<file path="config.mk">
export PLATFORM = sky130hd
export DESIGN_NAME = digit_scan_mux_flat
export DESIGN_NICKNAME = d
export VERILOG_FILES = /design/src/rtl/digit_scan_mux_if.sv /design/src/rtl/digit_scan_mux.sv /design/src/flat_wrapper.sv
export SDC_FILE = /design/constraint.sdc
export NUM_CORES = 1
export LEC_CHECK = 0
export BUFFER_PORTS_ARGS = -buffer_cell sky130_fd_sc_hd__buf_2
export CAP_MARGIN = 25
export CORE_ASPECT_RATIO = 1.25
export CORE_MARGIN = 5
export CORE_UTILIZATION = 40
export CTS_CLUSTER_SIZE = 14
export DETAILED_ROUTE_END_ITERATION = 12
export GPL_TIMING_DRIVEN = 1
export SYNTH_ARGS = -nofsm -noshare
export SYNTH_HDL_FRONTEND = slang
export SYNTH_SLANG_ARGS = --single-unit
</file>
<file path="constraint.sdc">
create_clock -name clk -period 3.4 [get_ports clk]
set_clock_uncertainty 0.15 [all_clocks]
set_input_delay 0.68 -clock clk [delete_from_list [all_inputs] [get_ports clk]]
set_output_delay 0.68 -clock clk [all_outputs]
set_load 0.02 [all_outputs]
</file>
<file path="src/rtl/digit_scan_mux_if.sv">
// rtl/digit_scan_mux_if.sv - value/strobe inputs and scan outputs of the digit scanner
//
// Purpose: bundles the display-side signals of digit_scan_mux.
//   value_in   : packed hex value, nibble k is digit k (digit 0 least significant)
//   load       : one-cycle strobe, captures value_in into the shadow register
//   blank_lz   : enables leading-zero blanking
//   D          : hex digit currently selected, feeds segment decoders
//   digit_en   : one-hot select of the currently driven digit
//   blank      : current digit is a leading zero
//   frame_done : one-cycle pulse on the first cycle of digit 0
//   pending    : shadow holds a value not yet shown
// master: the block driving value_in/load/blank_lz; slave: the scanner itself.
interface digit_scan_mux_if #(
   parameter int NUM_DIGITS = 4
);
   logic [4*NUM_DIGITS-1:0] value_in;
   logic                    load;
   logic                    blank_lz;
   logic [3:0]              D;
   logic [NUM_DIGITS-1:0]   digit_en;
   logic                    blank;
   logic                    frame_done;
   logic                    pending;

   modport master (
      output value_in, load, blank_lz,
      input  D, digit_en, blank, frame_done, pending
   );

   modport slave (
      input  value_in, load, blank_lz,
      output D, digit_en, blank, frame_done, pending
   );
endinterface

</file>
<file path="src/rtl/digit_scan_mux.sv">
// rtl/digit_scan_mux.sv - time-multiplexed hex digit scanner with frame-aligned commit
//
// Purpose: scans NUM_DIGITS hex digits, holding each for PRESCALE cycles. New
// values land in a shadow register and are copied to the displayed register
// only when the scan wraps from the last digit to digit 0, so a number never
// tears mid-frame.
// Ports:
//   clk   : system clock, all state on rising edge
//   reset : synchronous, active-high
//   bus   : digit_scan_mux_if.slave (value_in/load/blank_lz in, D/digit_en/
//           blank/frame_done/pending out)
module digit_scan_mux #(
   parameter int NUM_DIGITS = 4,
   parameter int PRESCALE   = 50000
) (
   input  logic             clk,
   input  logic             reset,
   digit_scan_mux_if.slave  bus
);
   localparam int IDX_W = $clog2(NUM_DIGITS);
   localparam int PRE_W = (PRESCALE > 1) ? $clog2(PRESCALE) : 1;
   localparam logic [PRE_W-1:0] PRE_LAST = PRE_W'(PRESCALE - 1);
   localparam logic [IDX_W-1:0] IDX_LAST = IDX_W'(NUM_DIGITS - 1);

   logic [PRE_W-1:0]        pre_cnt;
   logic [IDX_W-1:0]        idx;
   logic [4*NUM_DIGITS-1:0] disp_reg;
   logic [4*NUM_DIGITS-1:0] shadow_reg;
   logic                    pending_r;
   logic                    frame_done_r;

   logic                    tick;
   logic                    frame_end;
   logic [3:0]              d_c;
   logic                    lz_c;
   logic                    upper_zero;

   assign tick      = (pre_cnt == PRE_LAST);
   assign frame_end = tick && (idx == IDX_LAST);

   always_ff @(posedge clk) begin
      if (reset) begin
         pre_cnt      <= '0;
         idx          <= '0;
         disp_reg     <= '0;
         shadow_reg   <= '0;
         pending_r    <= 1'b0;
         frame_done_r <= 1'b0;
      end else begin
         if (tick)
            pre_cnt <= '0;
         else
            pre_cnt <= pre_cnt + 1'b1;

         // Explicit wrap keeps idx in range for non-power-of-two digit counts.
         if (tick)
            idx <= (idx == IDX_LAST) ? '0 : idx + 1'b1;

         frame_done_r <= frame_end;

         if (frame_end && pending_r)
            disp_reg <= shadow_reg;

         // A load coinciding with the commit wins the pending flag: the old
         // shadow goes to display while the new value waits for the next frame.
         if (bus.load) begin
            shadow_reg <= bus.value_in;
            pending_r  <= 1'b1;
         end else if (frame_end) begin
            pending_r  <= 1'b0;
         end
      end
   end

   // Walk from the most significant digit down, accumulating "everything at
   // and above this digit is zero", and pick out the entry for idx.
   always_comb begin
      d_c        = 4'h0;
      lz_c       = 1'b0;
      upper_zero = 1'b1;
      for (int k = NUM_DIGITS - 1; k >= 0; k--) begin
         upper_zero = upper_zero & (disp_reg[4*k +: 4] == 4'h0);
         if (idx == IDX_W'(k)) begin
            d_c  = disp_reg[4*k +: 4];
            lz_c = upper_zero;
         end
      end
   end

   assign bus.D          = d_c;
   assign bus.digit_en   = {{(NUM_DIGITS-1){1'b0}}, 1'b1} << idx;
   assign bus.blank      = bus.blank_lz & (idx != '0) & lz_c;
   assign bus.frame_done = frame_done_r;
   assign bus.pending    = pending_r;
endmodule

</file>
<file path="src/flat_wrapper.sv">
// flat-port wrapper written by rule: the top's interface ports become plain ports
module digit_scan_mux_flat 
#(
   parameter int NUM_DIGITS = 4,
   parameter int PRESCALE   = 50000
)
  (clk, reset, bus_value_in, bus_load, bus_blank_lz, bus_D, bus_digit_en, bus_blank, bus_frame_done, bus_pending);
  digit_scan_mux_if #(.NUM_DIGITS(NUM_DIGITS)) bus_i ();
  input  logic clk;
  input  logic reset;
  input wire logic [$bits(bus_i.value_in)-1:0] bus_value_in;
  input wire logic [$bits(bus_i.load)-1:0] bus_load;
  input wire logic [$bits(bus_i.blank_lz)-1:0] bus_blank_lz;
  output wire logic [$bits(bus_i.D)-1:0] bus_D;
  output wire logic [$bits(bus_i.digit_en)-1:0] bus_digit_en;
  output wire logic [$bits(bus_i.blank)-1:0] bus_blank;
  output wire logic [$bits(bus_i.frame_done)-1:0] bus_frame_done;
  output wire logic [$bits(bus_i.pending)-1:0] bus_pending;
  assign bus_i.value_in = bus_value_in;
  assign bus_i.load = bus_load;
  assign bus_i.blank_lz = bus_blank_lz;
  assign bus_D = bus_i.D;
  assign bus_digit_en = bus_i.digit_en;
  assign bus_blank = bus_i.blank;
  assign bus_frame_done = bus_i.frame_done;
  assign bus_pending = bus_i.pending;
  digit_scan_mux #(.NUM_DIGITS(NUM_DIGITS), .PRESCALE(PRESCALE)) u_core (.clk(clk), .reset(reset), .bus(bus_i));
endmodule
</file>
# Word level (Yosys, flattened, before mapping)
# Cells that the tools add are included.
# W data, S select, Z words.
[totals]
ff_bits = 52
in_bits = 20
[op_classes]
addsub = 2
n_eq_ne = 4
shifts = 1
n_mux = 11
bitwise = 5
n_reduce_logical = 10
[op_table]
columns = ["op", "count"]
rows = [
  ["$add A16 B1 Y16 const B", 1],
  ["$eq A16 B16 Y1 const B", 1],
  ["$logic_not A4 Y1", 4],
  ["$mux W4", 4],
  ["$mux W1", 6],
  ["$and A1 B1 Y1", 5],
  ["$eq A2 B2 Y1 const B", 2],
  ["$reduce_bool A2 Y1", 2],
  ["$shl A1 B2 Y4 const A", 1],
  ["$add A2 B1 Y2 const B", 1],
  ["$eq A2 B1 Y1 const B", 1],
  ["$logic_and A1 B1 Y1", 2],
  ["$logic_not A2 Y1", 1],
  ["$mux W2", 1],
  ["$reduce_or A2 Y1", 1],
]

# Logic depth before layout (Yosys ltp)
[depth]
word_depth = 6
depth_mapped = 8
ltp_nobuf = 6

# Worst setup path before layout
# OpenSTA, ideal clock, no wires.
[synth_path]
path_kind = "register to output"
start = "reg u_core.idx[0]"
end = "out bus_D[0]"
arrival_ns = 1.739
setup_slack_ns = 0.831
stages_incl_launch_ff = 8
path_buffers = 1
cell_sequence = "dfxtp_1 > inv_1 > ha_1 > clkbuf_1 > nand3b_1 > a21oi_1 > a21oi_1 > o21ai_0"
[synth_between]
elab_chain_len = 5
[synth_lines]
columns = ["element", "line", "rtl"]
rows = [
  ["from (decl)", "digit_scan_mux.sv:26", "logic [IDX_W-1:0] idx;"],
  ["from (signal assigned)", "digit_scan_mux.sv:57", "idx <= (idx == IDX_LAST) ? '0 : idx + 1'b1;"],
  ["$eq A2 B2 Y1", "digit_scan_mux.sv:83", "if (idx == IDX_W'(k)) begin"],
  ["$mux W4 (3 in a row)", "digit_scan_mux.sv:83", ""],
  ["$mux W4 (*)", "digit_scan_mux.sv:83", ""],
  ["to (decl)", "flat_wrapper.sv:14", "output wire logic [$bits(bus_i.D)-1:0] bus_D;"],
]
# Every way passes the cells marked *; elsewhere a longest branch is shown, timed or not.

# Final worst setup path
[layout_path]
start = "reg u_core.idx[0]"
end = "out bus_D[2]"
# The elaborated chain is that of the path after synthesis.

==> results.md <==
* HP Start: u_core.pre_cnt[0]
* Synth-to-layout area growth at 11.9%
* Number of cells on the worst reg-to-reg path at 4
* Yosys warnings at 0
* First-pass GRT wire length at 7860 um
* Critical Path AT at 1.91 ns
* Met2 global-route usage at 21.3%
* Setup-failing EPs final at 0
* Crit path kind: reg -> out
* Critical Path, Cell by Cell: inv_1 -> ha_1 -> nand3b_1 -> a21oi_1 -> a21oi_1 -> o21ai_0 -> buf_2
* Post-DP HPWL at 3260 um
* Avg WL per Cell at 12.4 um
* Setup crit end kind: output port
* Vias in the first global route at 1763
* CTS tree: built
* Crit path time final at 2.74 ns
* CTS Buf Count at 5
* GRT Util Overall at 12.5%
* Reg-to-reg startpoint: u_core.pre_cnt[10]
* Via-to-Cell Ratio at 4.94
* Least-Margin Pin Slew at 0.609 ns
* MaxCap Viol Count at 0
* Nets at 311
* Die X at 80.0 um
* #FFs+latches synth at 52
* CTS Hold Bufs at 0
* CTS sink cnt at 52
* CP Launch Type: register
* Post-synth EDFFs at 0
* Fill cells at 592
* Root Buffer: clkbuf_8
* Die height at 97.5 um
* Synth top cells by count: dfxtp_1, nor2_1, mux2i_1
* Pre-antenna DRT Iters at 4
* RSZ-0062 raised after global routing: false
* Full die area at 0.00779 mm2
* Clk slew on worst S/H paths at 0.09 ns
* M3 GR Usage at 3.15%
* Slowest cell on crit path: dfxtp_1
* F_max at 0.365 GHz
* Post-CTS resize count at 0
* Post-synth top area cell: dfxtp_1
* Avg Inst Size Synth at 9.20 um2
* Top_reg_cell synth: dfxtp_1
* Cell area after layout at 0.00274 mm2
* GR peak layer: met2
* Remaining Overflow, GRT at 0
* Input/output buffers at 30
* Max clock buf depth at 2
* Core ar. at 0.00586 mm2
* Worst path most repeated cell: a21oi_1
* Post-route ant nets at 0
* Layout cells sized above 1 at 14.3%
* Total wire length at 4570 um
* Hold Crit Depth at 1
* Routability cong. at 0.750
* P per Cell Area at 429 mW/mm2
* Crit path largest cell delay at 0.41 ns
* Count leader, synth: dfxtp_1
* Placed cell area at 0.00261 mm2
* Beginning of the critical path: u_core.idx[0]
* Pin count of the biggest net entering global routing at 53
* Crit path required time at 2.57 ns
* Synth async-reset ratio at 0%
* Hold Crit Class: reg -> reg
* Synth Instances at 266
* # diodes at 0
* I/O pin cnt at 31
* Drt drc at 0
* Initial Utilization at 41.8%
* Initial antenna violation count at 0
* Max-slew headroom at 59.4%
* Syn_nets at 291
* Top cell type's share of synthesized area at 42.5%
* Crit-path max FO at 10
* Number of library cell types mapped by synthesis at 35
* Reg2Reg Setup Slack at 0.89 ns
* Status: finished clean
* Largest cells by area after synthesis: dfxtp_1, mux2i_1, nand2b_1
* Final Hold Viols at 0
* P_leak at 1.06 nW
* Pins Over Slew Limit at 0
* Mapped Area at 0.00245 mm2
* Period utilization at 80.5%
* Met1 usage at 15.0%
* Worst skew pair latency at 0.30 ns
* Cell Rows at 31
* Via count at 1819
* H-tree level count at 2
* Maximum vdd drop at 194 uV
* Setup Fix Bufs, Post-CTS at 0
* Iter 0 DRT Violations at 73
* FF+latch area at 0.00104 mm2
* Multi-input gate area at 0.00130 mm2
* Setup tns final at 0 ns
* Seq/Total Area, Yosys at 42.5%
## area by class of cell
cell class | instances | share of cell area, %
Clock buffer | 5 | 2.51
Clock inverter | 2 | 2.19
Inverter | 3 | 0.411
Multi-Input combinational cell | 193 | 47.4
Sequential cell | 52 | 38.0
Tap cell | 82 | 3.75
Timing Repair Buffer | 31 | 5.76
## cells by family after synthesis
kind of cell / after synthesis / synth area share [%]
AOI/OAI and AO/OA: 16 / 3.43
xor gates and xnor gates: 13 / 4.65
adders and majority gates: 5 / 2.56
buffers and inverters: 21 / 4.45
DFF: 52 / 42.5
muxes: 34 / 13.9
and+or+nand+nor: 125 / 28.5
## power breakdown
| group | switching [W] | total (W) | internal [W] |
|---|---|---|---|
| sequential | 0.00000930 | 0.000633 | 0.000624 |
| combinational | 0.0000295 | 0.0000600 | 0.0000305 |
| clock | 0.000192 | 0.000482 | 0.000290 |
| total | 0.000231 | 0.00117 | 0.000944 |
## critical path: cells and delay by family, from the launching register on
family | cells | cell delay [ns]
compound gates | 3 | 0.42
flops | 1 | 0.41
fa+ha+maj | 1 | 0.31
buf+inv | 2 | 0.29
simple gates | 1 | 0.20
## cell usage in the layout (no fill, tap or decap), drive strengths merged, types with 2 or more instances in the layout
cell,netlist,final
nand4,6,6
nand2b,33,33
or4b,3,3
xnor2,5,5
nand3,5,5
nand2,16,16
bufinv,0,2
and4,5,5
nand3b,4,4
nor3,2,2
o21ai,6,6
nor3b,2,2
ha,5,5
buf,5,31
a21oi,10,10
or4,2,2
inv,3,3
xor2,8,8
nor2,37,37
dfxtp,52,52
nor4,5,5
clkbuf,13,5
mux2i,34,34
## metal layers
metal	wire length [um]	vias up
li1	-	941
met1	2070	849
met2	2290	22
met3	143	7
met4	61	0
met5	0	-
## stage by stage
| step | util (%) | instances | setup WS [ns] | total power, W | hold WS, ns |
|---|---|---|---|---|---|
| final | 46.8 | 368 | 0.661 | 0.00117 | 0.316 |
| after global placement | 44.6 | 361 | 0.921 | 0.000708 | 0.285 |
| after floorplan | - | 266 | 0.831 | 0.000689 | 0.276 |
| after global routing | 46.8 | 368 | 0.447 | 0.00122 | 0.355 |
| after detailed placement | 44.6 | 361 | 0.871 | 0.000709 | 0.303 |
| after CTS | 46.8 | 368 | 0.652 | 0.00120 | 0.323 |
## path summary, 6_finish.rpt
kind	to
max	bus_D[2]
min	u_core.pre_cnt[0]
max reg2reg	u_core.pre_cnt[5]
min reg2reg	u_core.pre_cnt[0]
No activity file was read; power rests on OpenSTA's default activity.
